### src/rtl/core_isa_pkg.sv
// ISA constants and decode helpers shared by the core's ID-stage logic.
package core_isa_pkg;

   localparam logic [5:0] OP_ADD  = 6'b000000;
   localparam logic [5:0] OP_SUB  = 6'b000001;
   localparam logic [5:0] OP_AND  = 6'b000010;
   localparam logic [5:0] OP_OR   = 6'b000011;
   localparam logic [5:0] OP_CMP  = 6'b000100;
   localparam logic [5:0] OP_MUL  = 6'b000101;
   localparam logic [5:0] OP_LW   = 6'b001000;
   localparam logic [5:0] OP_SW   = 6'b001001;
   localparam logic [5:0] OP_ADDI = 6'b001010;
   localparam logic [5:0] OP_SUBI = 6'b001011;
   localparam logic [5:0] OP_CMPI = 6'b001100;
   localparam logic [5:0] OP_HLT  = 6'b111111;

   typedef enum logic [2:0] {RR_ALU, RM_ALU, LOAD, STORE, HALT} instr_type_e;

   function automatic logic [5:0] ir_opcode(input logic [31:0] ir);
      return ir[31:26];
   endfunction

   function automatic logic [4:0] ir_rs(input logic [31:0] ir);
      return ir[25:21];
   endfunction

   function automatic logic [4:0] ir_rt(input logic [31:0] ir);
      return ir[20:16];
   endfunction

   function automatic logic [4:0] ir_rd(input logic [31:0] ir);
      return ir[15:11];
   endfunction

   // Undefined opcodes decode as HALT so a bad fetch stops the core.
   function automatic instr_type_e decode_type(input logic [5:0] op);
      instr_type_e t;
      case (op)
         OP_ADD, OP_SUB, OP_AND, OP_OR, OP_CMP, OP_MUL: t = RR_ALU;
         OP_ADDI, OP_SUBI, OP_CMPI:                     t = RM_ALU;
         OP_LW:                                         t = LOAD;
         OP_SW:                                         t = STORE;
         default:                                       t = HALT;
      endcase
      return t;
   endfunction

endpackage

### src/rtl/hazard_scoreboard_ctrl_if.sv
// ID/WB-side signal bundle of the issue controller.
interface hazard_scoreboard_ctrl_if #(
   parameter int unsigned CNT_W = 16
);
   logic             id_valid;
   logic [31:0]      id_ir;
   logic             wb_valid;
   logic [4:0]       wb_dst;
   logic             flush;
   logic             id_stall;
   logic             issue;
   logic             halted;
   logic [31:0]      pending;
   logic [CNT_W-1:0] stall_cnt;
   logic             err_underflow;

   modport master (
      output id_valid, id_ir, wb_valid, wb_dst, flush,
      input  id_stall, issue, halted, pending, stall_cnt, err_underflow
   );

   modport slave (
      input  id_valid, id_ir, wb_valid, wb_dst, flush,
      output id_stall, issue, halted, pending, stall_cnt, err_underflow
   );
endinterface

### src/rtl/reg_pend_counter.sv
// Outstanding-write counter for one architectural register.
module reg_pend_counter #(
   parameter int unsigned PEND_W = 2
) (
   input  logic              clk,
   input  logic              rst,
   input  logic              inc,
   input  logic              dec,
   input  logic              clr,
   output logic [PEND_W-1:0] count,
   output logic              underflow
);

   // A decrement that finds the count already empty is a WB with no matching issue.
   assign underflow = dec && (count == '0);

   always_ff @(posedge clk) begin
      if (rst || clr) begin
         count <= '0;
      end else if (inc && !dec) begin
         count <= count + PEND_W'(1);
      end else if (dec && !inc && (count != '0)) begin
         count <= count - PEND_W'(1);
      end
   end

endmodule

### src/rtl/hazard_scoreboard_ctrl.sv
// ID-stage issue controller: RAW scoreboard, halt latch and stall-cycle counter.
module hazard_scoreboard_ctrl
   import core_isa_pkg::*;
#(
   parameter int unsigned PEND_W = 2,
   parameter int unsigned CNT_W  = 16
) (
   input logic                     clk,
   input logic                     rst,
   hazard_scoreboard_ctrl_if.slave bus
);

   instr_type_e       itype;
   logic [4:0]        rs, rt, dst;
   logic              reads_rs, reads_rt, writes, halting;
   logic [PEND_W-1:0] cnt [32];
   logic [31:0]       pend;
   logic [31:0]       uflow;
   logic              src_hazard, dst_full, stall, issue_now;
   logic              halted_r, err_r;
   logic [CNT_W-1:0]  stall_cnt_r;
   logic              unused_ir;

   assign unused_ir = ^bus.id_ir[10:0];

   always_comb begin
      itype    = decode_type(ir_opcode(bus.id_ir));
      rs       = ir_rs(bus.id_ir);
      rt       = ir_rt(bus.id_ir);
      reads_rs = (itype != HALT);
      reads_rt = (itype == RR_ALU) || (itype == STORE);
      writes   = (itype == RR_ALU) || (itype == RM_ALU) || (itype == LOAD);
      halting  = (itype == HALT);
      dst      = (itype == RR_ALU) ? ir_rd(bus.id_ir) : rt;
   end

   assign cnt[0]   = '0;
   assign uflow[0] = 1'b0;

   for (genvar r = 1; r < 32; r++) begin : g_cnt
      reg_pend_counter #(
         .PEND_W(PEND_W)
      ) u_cnt (
         .clk      (clk),
         .rst      (rst),
         .inc      (issue_now && writes && (dst == 5'(r))),
         .dec      (bus.wb_valid && (bus.wb_dst == 5'(r))),
         .clr      (bus.flush),
         .count    (cnt[r]),
         .underflow(uflow[r])
      );
   end

   always_comb begin
      pend = '0;
      for (int i = 0; i < 32; i++) begin
         pend[i] = |cnt[i];
      end
   end

   // Counts are taken at the start of the cycle, so a same-cycle WB never releases a stall.
   assign src_hazard = (reads_rs && pend[rs]) || (reads_rt && pend[rt]);
   assign dst_full   = writes && (dst != 5'd0) && (cnt[dst] == {PEND_W{1'b1}});
   assign stall      = bus.id_valid && (halted_r || src_hazard || dst_full);
   assign issue_now  = bus.id_valid && !stall;

   always_ff @(posedge clk) begin
      if (rst) begin
         halted_r    <= 1'b0;
         err_r       <= 1'b0;
         stall_cnt_r <= '0;
      end else begin
         if (issue_now && halting) halted_r <= 1'b1;
         if (|uflow) err_r <= 1'b1;
         if (stall && (stall_cnt_r != '1)) stall_cnt_r <= stall_cnt_r + CNT_W'(1);
      end
   end

   assign bus.id_stall      = stall;
   assign bus.issue         = issue_now;
   assign bus.halted        = halted_r;
   assign bus.pending       = pend;
   assign bus.stall_cnt     = stall_cnt_r;
   assign bus.err_underflow = err_r;

endmodule
### src/flat_wrapper.sv
// flat-port wrapper written by rule: the top's interface ports become plain ports
module hazard_scoreboard_ctrl_flat import core_isa_pkg::*;
#(
   parameter int unsigned PEND_W = 2,
   parameter int unsigned CNT_W  = 16
)
  (clk, rst, bus_id_valid, bus_id_ir, bus_wb_valid, bus_wb_dst, bus_flush, bus_id_stall, bus_issue, bus_halted, bus_pending, bus_stall_cnt, bus_err_underflow);
  hazard_scoreboard_ctrl_if #(.CNT_W(CNT_W)) bus_i ();
  input logic clk;
  input logic rst;
  input wire logic [$bits(bus_i.id_valid)-1:0] bus_id_valid;
  input wire logic [$bits(bus_i.id_ir)-1:0] bus_id_ir;
  input wire logic [$bits(bus_i.wb_valid)-1:0] bus_wb_valid;
  input wire logic [$bits(bus_i.wb_dst)-1:0] bus_wb_dst;
  input wire logic [$bits(bus_i.flush)-1:0] bus_flush;
  output wire logic [$bits(bus_i.id_stall)-1:0] bus_id_stall;
  output wire logic [$bits(bus_i.issue)-1:0] bus_issue;
  output wire logic [$bits(bus_i.halted)-1:0] bus_halted;
  output wire logic [$bits(bus_i.pending)-1:0] bus_pending;
  output wire logic [$bits(bus_i.stall_cnt)-1:0] bus_stall_cnt;
  output wire logic [$bits(bus_i.err_underflow)-1:0] bus_err_underflow;
  assign bus_i.id_valid = bus_id_valid;
  assign bus_i.id_ir = bus_id_ir;
  assign bus_i.wb_valid = bus_wb_valid;
  assign bus_i.wb_dst = bus_wb_dst;
  assign bus_i.flush = bus_flush;
  assign bus_id_stall = bus_i.id_stall;
  assign bus_issue = bus_i.issue;
  assign bus_halted = bus_i.halted;
  assign bus_pending = bus_i.pending;
  assign bus_stall_cnt = bus_i.stall_cnt;
  assign bus_err_underflow = bus_i.err_underflow;
  hazard_scoreboard_ctrl #(.PEND_W(PEND_W), .CNT_W(CNT_W)) u_core (.clk(clk), .rst(rst), .bus(bus_i));
endmodule
### config.mk
export PLATFORM = sky130hd
export DESIGN_NAME = hazard_scoreboard_ctrl_flat
export DESIGN_NICKNAME = d
export VERILOG_FILES = /design/src/rtl/core_isa_pkg.sv /design/src/rtl/hazard_scoreboard_ctrl_if.sv /design/src/rtl/reg_pend_counter.sv /design/src/rtl/hazard_scoreboard_ctrl.sv /design/src/flat_wrapper.sv
export SDC_FILE = /design/constraint.sdc
export NUM_CORES = 1
export LEC_CHECK = 0
export CORE_UTILIZATION = 57
export CTS_CLUSTER_DIAMETER = 120
export DETAILED_ROUTE_END_ITERATION = 6
export GPL_TIMING_DRIVEN = 1
export PLACE_DENSITY = 0.82
export SLEW_MARGIN = 20
export SYNTH_ARGS = -nofsm -noshare
export SYNTH_HDL_FRONTEND = slang
export SYNTH_SLANG_ARGS = --single-unit
export TNS_END_PERCENT = 10
### constraint.sdc
create_clock -name clk -period 4.6 [get_ports clk]
set_input_delay 0.92 -clock clk [delete_from_list [all_inputs] [get_ports clk]]
set_output_delay 0.92 -clock clk [all_outputs]
set_load 0.005 [all_outputs]
Word-level counts from Yosys, hierarchy flattened. Memory sizes are Yosys's and may differ from the RTL's. Index checks and enable logic that the tools add are counted.

Bits in read-only memories: 48. Memory bits (writable): 0. Bits in latches: 0. Logic and storage cells: 635. Memories: 1. Bits in registers: 80. Bits of input ports: 42. Output and inout bits: 52.

Bitwise logic cells: 1. Reductions and logical operators: 393. Divide/modulo/power cells: 0. Muxes and demuxes: 71. Multiply operators: 0. Shifts and indexed selects: 0. Eq/ne operators: 69. Magnitude comparators: 3. $add $sub $neg: 63.

Memories: (name not given) (depth 16, width 3, read ports 1, clocked after memory_dff 0, write ports 0, line core_isa_pkg.sv:38) `case (op)`.

Operators by type and width (number): $logic_and A1 B1 Y1 (195); $eq A5 B5 Y1 const B (32); $mux W2 (64); $reduce_bool A2 Y1 (62); $eq A5 B4 Y1 const B (16); $logic_not A2 Y1 (32); $logic_not A1 Y1 (63); $add A2 B1 Y2 const B (31); $reduce_or A2 Y1 (31); $sub A2 B1 Y2 const B (31); $eq A5 B3 Y1 const B (8); $reduce_or A31 Y1 (1); $eq A5 B2 Y1 const B (4); $add A16 B1 Y16 const B (1); $ne A16 B16 Y1 const B (1); $lt A5 B6 Y1 const B (2); $bmux W1 S5 (2); $bmux W2 S5 (1); $eq A5 B1 Y1 const B (2); $logic_or A1 B1 Y1 (7); $eq A3 B2 Y1 const B (2); $ge A6 B6 Y1 const B (1); $not A5 Y6 (1); $mux W5 (1); other kinds (8) (9).

Longest topological paths before layout. Gate-level depths: netlist of the first run.

Depth after elaboration: 21. Mapped depth: 13. Mapped depth without buffers: 10.

Cells and area by module. Synthesis of the first run repeated with hierarchy kept, for this count alone.

Cells, all modules: 931. Area, all modules: 7338.3 um^2.

By module, submodules not included: reg_pend_counter (area each 122.6 um^2, sequential area each 40.0 um^2, cells each 13, times used 31); hazard_scoreboard_ctrl (area each 3537.1 um^2, sequential area each 360.3 um^2, cells each 528, times used 1).

Least setup slack after synthesis of the first run. Ideal clock, no wire load.

Path type: in2out. Start: in bus_id_ir[24]. End: out bus_id_stall. Path buffers: 3. Path slack: 252 ps. Cell stages on the path: 9. Data required time: 3680 ps. Arrival time: 3428 ps. Cells stage by stage: clkbuf_1 > mux4_2 > a2111oi_2 > nor4_1 > or3_1 > buf_6 > o41ai_4 > buf_6 > inv_2.

Cells in the longest elaborated chain, start to end: 7.

RTL lines: start, declared (line flat_wrapper.sv:12) `input wire logic [$bits(bus_i.id_ir)-1:0] bus_id_ir;`; $bmux W1 S5 (line hazard_scoreboard_ctrl.sv:62) `assign src_hazard = (reads_rs && pend[rs]) || (reads_rt && pend[rt]);`; $mux W1 (not written as such) (line hazard_scoreboard_ctrl.sv:62); $logic_and A1 B1 Y1 (line hazard_scoreboard_ctrl.sv:62); $logic_or A1 B1 Y1 (line hazard_scoreboard_ctrl.sv:62); $logic_or A1 B1 Y1 (2 in series) (line hazard_scoreboard_ctrl.sv:64) `assign stall = bus.id_valid && (halted_r || src_hazard || dst_full);`; $logic_and A1 B1 Y1 (line hazard_scoreboard_ctrl.sv:64); end, declared (line flat_wrapper.sv:16) `output wire logic [$bits(bus_i.id_stall)-1:0] bus_id_stall;`.

Every way passes these cells. The select of a mux whose other input is x is not followed.

Worst setup path in the final report of the first run.
Start: in bus_id_ir[27]. End: out bus_id_stall.

Cells in the longest elaborated chain, start to end: 12. Elaborated cells between the ends (all ways): 25. Those cells by class: eq/ne: 5; mux: 5; bitwise: 1; reduce/logical: 13; memory: 1.

RTL lines: $mem_v2 Z16 W3 (*); $mux W3 (*) (line core_isa_pkg.sv:38); $logic_not A3 Y1 (line hazard_scoreboard_ctrl.sv:31, hazard_scoreboard_ctrl.sv:32, hazard_scoreboard_ctrl.sv:34); $mux W5 (line hazard_scoreboard_ctrl.sv:34) `dst = (itype == RR_ALU) ? ir_rd(bus.id_ir) : rt;`; $not A5 Y6 (not written as such) (line hazard_scoreboard_ctrl.sv:63) `assign dst_full = writes && (dst != 5'd0) && (cnt[dst] == {PEND_W{1'b1}});`; $bmux W2 S5 (line hazard_scoreboard_ctrl.sv:63); $mux W2 (not written as such) (2 in series) (line hazard_scoreboard_ctrl.sv:63); $eq A2 B2 Y1 (line hazard_scoreboard_ctrl.sv:63); $logic_and A1 B1 Y1 (line hazard_scoreboard_ctrl.sv:63); $logic_or A1 B1 Y1 (*) (line hazard_scoreboard_ctrl.sv:64); $logic_and A1 B1 Y1 (*) (line hazard_scoreboard_ctrl.sv:64).

Mark *: on every way between the ends. The rest lies on a longest branch, timed or not. The select of a mux whose other input is x is not followed.

==> results of run 1 <==
[per-layer routing]
layer / part of all wire / vias to the layer above / wire length, um / global-route usage
met3: 0.16 / 194 / 4920 / 0.190
met4: 0.070 / 0 / 2210 / 0.302
li1: - / 4050 / - / -
met2: 0.41 / 769 / 13100 / 0.704
met1: 0.36 / 4266 / 11400 / 0.598
met5: 0 / - / 0 / 0
[layout by cell type (no fill, tap or decap), drive strengths merged, types with 9 or more instances in the layout]
cell type and n:
and3 15, o21ai 44, o211ai 22, nor3b 16, nor3 43, a221oi 11, o2111ai 14, o22ai 11
or3 20, nor4 21, clkbuf 12, clkdlybuf4s50 72, and2 21, a31oi 9, a21oi 49, nand2b 20
nor2 90, inv 38, mux2i 15, nand2 99, buf 119, a211oi 19, o31ai 12, a41oi 10
a311oi 9, o21bai 13, mux4 11, nand3 36, or2 22, dfxtp 80, nand4 33, mux2 11
[registers in the layout (all words and copies together), names as in the netlist]
register	cells
u_core.bus.err_underflow	1
u_core.bus.halted	1
u_core.bus.stall_cnt	16
u_core.g_cnt.u_cnt.count	62
[how the worst max path moves through the flow]
stage,start,end,cells after the start
floorplan,bus_id_ir[24],bus_id_stall,9
global placement,bus_id_ir[24],bus_issue,9
detailed placement,bus_id_ir[24],bus_issue,9
CTS,bus_id_ir[24],bus_issue,9
global route,bus_id_ir[27],bus_id_stall,12
finish,bus_id_ir[27],bus_id_stall,12
[stage by stage]
stage / cells / TNS [ns] / cell area (um2) / setup slack (ns)
after CTS: 1291 / -0.109 / 9180 / -0.109
final: 1298 / -0.0224 / 9280 / -0.0224
after global routing: 1298 / -0.0744 / 9280 / -0.0744
after global placement: 1270 / -0.603 / 8770 / -0.334
after detailed placement: 1270 / -0.651 / 8770 / -0.347
after floorplan: 978 / 0 / 7160 / 0.252
[report_power, final]
| group | internal, mW | switching, mW |
|---|---|---|
| sequential | 0.696 | 0.00562 |
| clock | 0.487 | 0.344 |
| combinational | 0.165 | 0.250 |
| total | 1.35 | 0.599 |
[tightest hold or removal path, delay by kind of cell, from the launching register on]
kind	cells	cell delay [ns]
flip-flops	1	0.33
AO/OA/AOI/OAI	2	0.13
[cell type report]
class | count | area [um2]
multi-input cells | 799 | 5260
fillers | 914 | 2830
repair buffers | 201 | 1760
flip-flops and latches | 80 | 1600
clock buffers | 9 | 225
well taps | 168 | 210
inverters | 34 | 128
clock inverters | 7 | 106
[repair_timing]
action,in CTS,in global routing
pin swaps,4,9
gates resized for setup,15,19
setup endpoints to repair,2,2
setup buffers,5,7
[kinds of logic (layout without fill, tap and decap cells)]
kind of cell / count (synthesis) / in the layout / synth area share
fa+ha+maj: 1 / 1 / 0.00175
simple gates: 467 / 467 / 0.344
other cells: 1 / 1 / 0.000524
xor+xnor: 11 / 11 / 0.0134
flops: 80 / 80 / 0.224
buf+inv: 99 / 251 / 0.0569
compound gates: 282 / 282 / 0.287
mux: 37 / 37 / 0.0728
==> run metrics, run 1 <==
status finished, violations left; failing checks design-rule violations, negative setup slack; worst hold stages 2; clk sinks 80; Fin. Hold Viols 0; die footprint 13000 um2; Cell Pwr Density 210 nW/um2; worst r2r path cells 10; part of the cycle the worst path needs 1.00; IO buf count 81; first-pass GRT wire length 47.5 mm; Slew @ Worst Pin 1.17 ns; htree depth 3; Fmax 0.216 GHz; Ys Warns 0; worst clock skew 0.00901 ns; CP Cell Sequence dlygate4sd2_1 -> a2111o_1 -> buf_4 -> a311o_1 -> a2111o_1 -> a221o_1 -> nor3_2 -> buf_4 -> buf_4 -> o41ai_4 -> inv_2 -> dlygate4sd2_1; Vias 9279; DRC violations left 21; Worst Hold Class reg2reg; hold_ws 0.500 ns; asr flop ratio synth 0; Post-DRT Antenna Nets 0; Final Total Pwr 1.95 mW; diodes inserted 0; CTS tree yes; max-slew violations 0; total CTS buffers 9; share of layout cells above drive strength 1 0.175; top cells by area, synth dfxtp_1 (22%), nand2_1 (5.2%), nor2_1 (4.7%), mux4_2 (3.5%), a21oi_1 (3.4%); post-synthesis sequential area ratio 0.224; Worst-Skew Late Latency 0.36 ns; worst setup margin -0.0224 ns; Max clock buf depth 2; Final Setup Violations 1; Routed WL per cell 24.3 um; Detailed Route Iter0 Violations 1608; CP startpoint kind primary input; vias per cell 7.15; core area 12100 um2; initial antenna violation count 0; combined buffer and inverter count along the critical path 6; Die Span X 114 um; Crit Path Class in2out; Initial Util 0.591; CP max-delay cell a2111o_1; Top delay family on crit path compound AO/OA/AOI/OAI gates; Syn Inst Count 978; # IOs 94; Util after Layout 0.767; # hold bufs at CTS 0; RSZ-0062 raised after global routing yes; count leader, synth nand2_1; clock-pin slew on the worst setup and hold paths 0.07 ns; vias in the first global route 8537; CP Capture Type primary output; Reg-to-Reg End u_core.g_cnt[18].u_cnt.count[0]; syn_area_per_cell 7.32 um2; crit-path max cell delay 0.43 ns; MaxCap Viol Count 0; unique cell type count in the Yosys netlist 81; static leakage 3.52 nW; area leader, netlist dfxtp_1; Arr. time, crit path 3.70 ns; Tmin final 4.62 ns; Top cell by count, worst path buf_4; total gr overflow 0; Rows 40; gr usage total 0.484; Req. time, crit path 3.68 ns; HPWL Detailed 23.4 mm; min-delay src u_core.bus.stall_cnt[6]; Post-synth top flop dfxtp_1; number of synthesized flops with an enable pin 0; Post-Syn Area 7160 um2; root buf cell clkbuf_16; Layout Area Growth over Synthesis 29.6%; post-synthesis register bit count 80; area share of the largest cell type after synthesis 0.224; WHS Endpoint u_core.bus.stall_cnt[6]; Max Fanout on Critical Path 3; die extent in y 114 um; synth cell count leaders nand2_1 (99), nor2_1 (90), dfxtp_1 (80), a21oi_1 (48), clkbuf_1 (48); NumNets Final 1168; RD Place Congestion 1.11; Rel. slew slack 0.216; largest net degree at the start of global routing 45; R2R Path Start u_core.g_cnt[11].u_cnt.count[0]; VDD IR max 0.217 mV; Total Wirelength 31.5 mm; syn nets 1021; first-pass iteration count of the detailed router 7; setup slack, reg-to-reg 1.01 ns
Note: power is estimated with default switching activity, not from simulation.
==> run 2: changes to the inputs <==
- clock period: 4.6 -> 4.8 ns (I/O delays scaled with it)
==> run metrics, run 2 (synthesis results as in run 1) <==
total CTS buffers 9 (unchanged); Layout Area Growth over Synthesis 26.4%; core area 12100 um2 (unchanged); crit-path max cell delay 0.51 ns (+0.08 ns); diodes inserted 0 (unchanged); Fin. Hold Viols 0 (unchanged); Worst-Skew Late Latency 0.36 ns (about the same); pre-CTS setup slack -0.316 ns (+0.0306 ns); HPWL Detailed 22.2 mm (-5.1%); max-slew violations 0 (unchanged); Final Total Pwr 1.85 mW (-4.9%); power share of the combinational group 0.205 (-0.008); Final Setup Violations 0 (-1); Max clock buf depth 2 (unchanged); Switching Power 0.560 mW (-6.5%); internal power 1.29 mW (-4.1%); Rows 40 (unchanged); Routed WL per cell 23.6 um (-2.9%); htree depth 3 (unchanged); vias per cell 7.23 (+1.1%); CP Capture Type primary output; combined buffer and inverter count along the critical path 4 (-2); VDD IR max 0.204 mV (-6.0%); status finished, final reports clean; # hold bufs at CTS 0 (unchanged); Util after Layout 0.748 (-0.0189); Fmax 0.211 GHz; Top cell by count, worst path clkdlybuf4s50_1; worst clock skew 0.0135 ns (+0.00446 ns); Cell Pwr Density 205 nW/um2 (-2.5%); Arr. time, crit path 3.77 ns (+0.07 ns); placed cells 1252 (-1.4%); RSZ-0062 raised after global routing no; Worst Hold Class reg2reg; CP startpoint kind primary input; share of layout cells above drive strength 1 0.150 (-0.0255); die extent in y 114 um (unchanged); most common cell after layout, fill and taps aside nand2_1; gr usage total 0.459 (-0.0254); Vias 9178 (-1.1%); Setup TNS 0 ns (+0.0224 ns); initial antenna violation count 0 (unchanged); MaxCap Viol Count 0 (unchanged); Crit Path Class in2out; NumNets Final 1140 (-2.4%); clk sinks 80 (unchanged); CP Cell Sequence clkdlybuf4s50_1 -> nor2b_1 -> a311o_1 -> a2111o_1 -> a221o_1 -> nor3_4 -> buf_12 -> o41ai_4 -> inv_2 -> clkdlybuf4s50_1; first-pass GRT wire length 45.1 mm (-5.1%); Max Fanout on Critical Path 5 (+2); Req. time, crit path 3.84 ns (+0.16 ns); power share of the clock group 0.432 (+0.005); worst setup margin 0.0691 ns (+0.0915 ns); Fill cells 988 (+8.1%); Top reg by flops u_core.g_cnt.u_cnt.count; # IOs 94 (unchanged); vias in the first global route 8132 (-4.7%); die footprint 13000 um2 (unchanged); part of the cycle the worst path needs 0.986; final cell count without fillers 1270 (-2.2%); Tmin final 4.73 ns; Detailed Route Iter0 Violations 1521 (-5.4%); root buf cell clkbuf_16; CP max-delay cell clkdlybuf4s50_1; switching share of power 0.303 (-0.00533); IO buf count 81 (unchanged); DRC violations left 0 (-100%); Top delay family on crit path buffers and inverters; setup slack, reg-to-reg 1.16 ns (+0.15 ns); total gr overflow 0 (unchanged); Reg power frac 0.363 (+0.003); RD Place Congestion 1.08 (-2.3%); Total Wirelength 30.0 mm (-5.0%); clock-pin slew on the worst setup and hold paths 0.07 ns (about the same); commonest non-fill, non-tap cells in the layout nand2_1 (99), nor2_1 (89), buf_4 (87); Initial Util 0.591 (unchanged); static leakage 3.36 nW (-4.6%); Rel. slew slack 0.389 (+0.173); Post-DRT Antenna Nets 0 (unchanged); CTS tree yes; first-pass iteration count of the detailed router 6 (-1); Die Span X 114 um (unchanged); largest net degree at the start of global routing 48 (+6.7%); Slew @ Worst Pin 0.915 ns (-0.256 ns); max reg flops 62 (unchanged)
## run 2: final cells by class
| class | count | area (um2) | area share |
|---|---|---|---|
| well taps | 168 | 210 | 0.0232 |
| clock inverters | 6 | 97.6 | 0.0108 |
| repair buffers | 173 | 1560 | 0.172 |
| inverters | 34 | 128 | 0.0141 |
| flip-flops and latches | 80 | 1600 | 0.177 |
| multi-input cells | 799 | 5220 | 0.577 |
| clock buffers | 10 | 239 | 0.0264 |
## run 2: final timing paths
kind / startpoint / endpoint / cells after the start
worst min-delay path: u_core.bus.stall_cnt[15] / u_core.bus.stall_cnt[15] / 2
worst max register to register: u_core.g_cnt[28].u_cnt.count[0] / u_core.bus.stall_cnt[13] / 10
worst max-delay path: bus_id_ir[14] / bus_id_stall / 10
worst min register to register: u_core.bus.stall_cnt[15] / u_core.bus.stall_cnt[15] / 2
## run 2: worst register-to-register path, stage by stage, from the launching register on
cell,delay [ns]
dfxtp_1,0.36
nor2_1,0.39
inv_1,0.25
mux4_2,0.53
o311ai_0,0.31
a211oi_1,0.14
or3_4,0.40
o41ai_4,0.40
buf_4,0.32
nor4_1,0.11
mux2_1,0.33
## run 2: stage by stage
stage          cell area, um2  hold slack, ns
2_1_floorplan            7160           0.467
6_report                 9050           0.512
3_3_place_gp             8660           0.477
4_1_cts                  9020           0.514
5_1_grt                  9050           0.526
3_5_place_dp             8660           0.497
## run 2: timing repair
| item | CTS | global route |
|---|---|---|
| pin swaps | 3 | 3 |
| endpoints found under the setup margin | 2 | 2 |
| setup buffers | 2 | 0 |
| resized for setup | 14 | 9 |
## run 2: per-layer routing
layer	share of wire	track usage	wire length, um
met5	0	0	0
met2	0.41	0.676	12200
met4	0.062	0.241	1850
met1	0.38	0.604	11200
met3	0.16	0.137	4700
## run 2: power by group through the flow
stage	clock network, mW	registers, mW	logic [mW]
floorplan	0	0.685	0.183
global placement	0	0.686	0.351
detailed placement	0	0.687	0.353
CTS	0.797	0.671	0.357
global route	0.825	0.672	0.391
finish	0.800	0.672	0.380
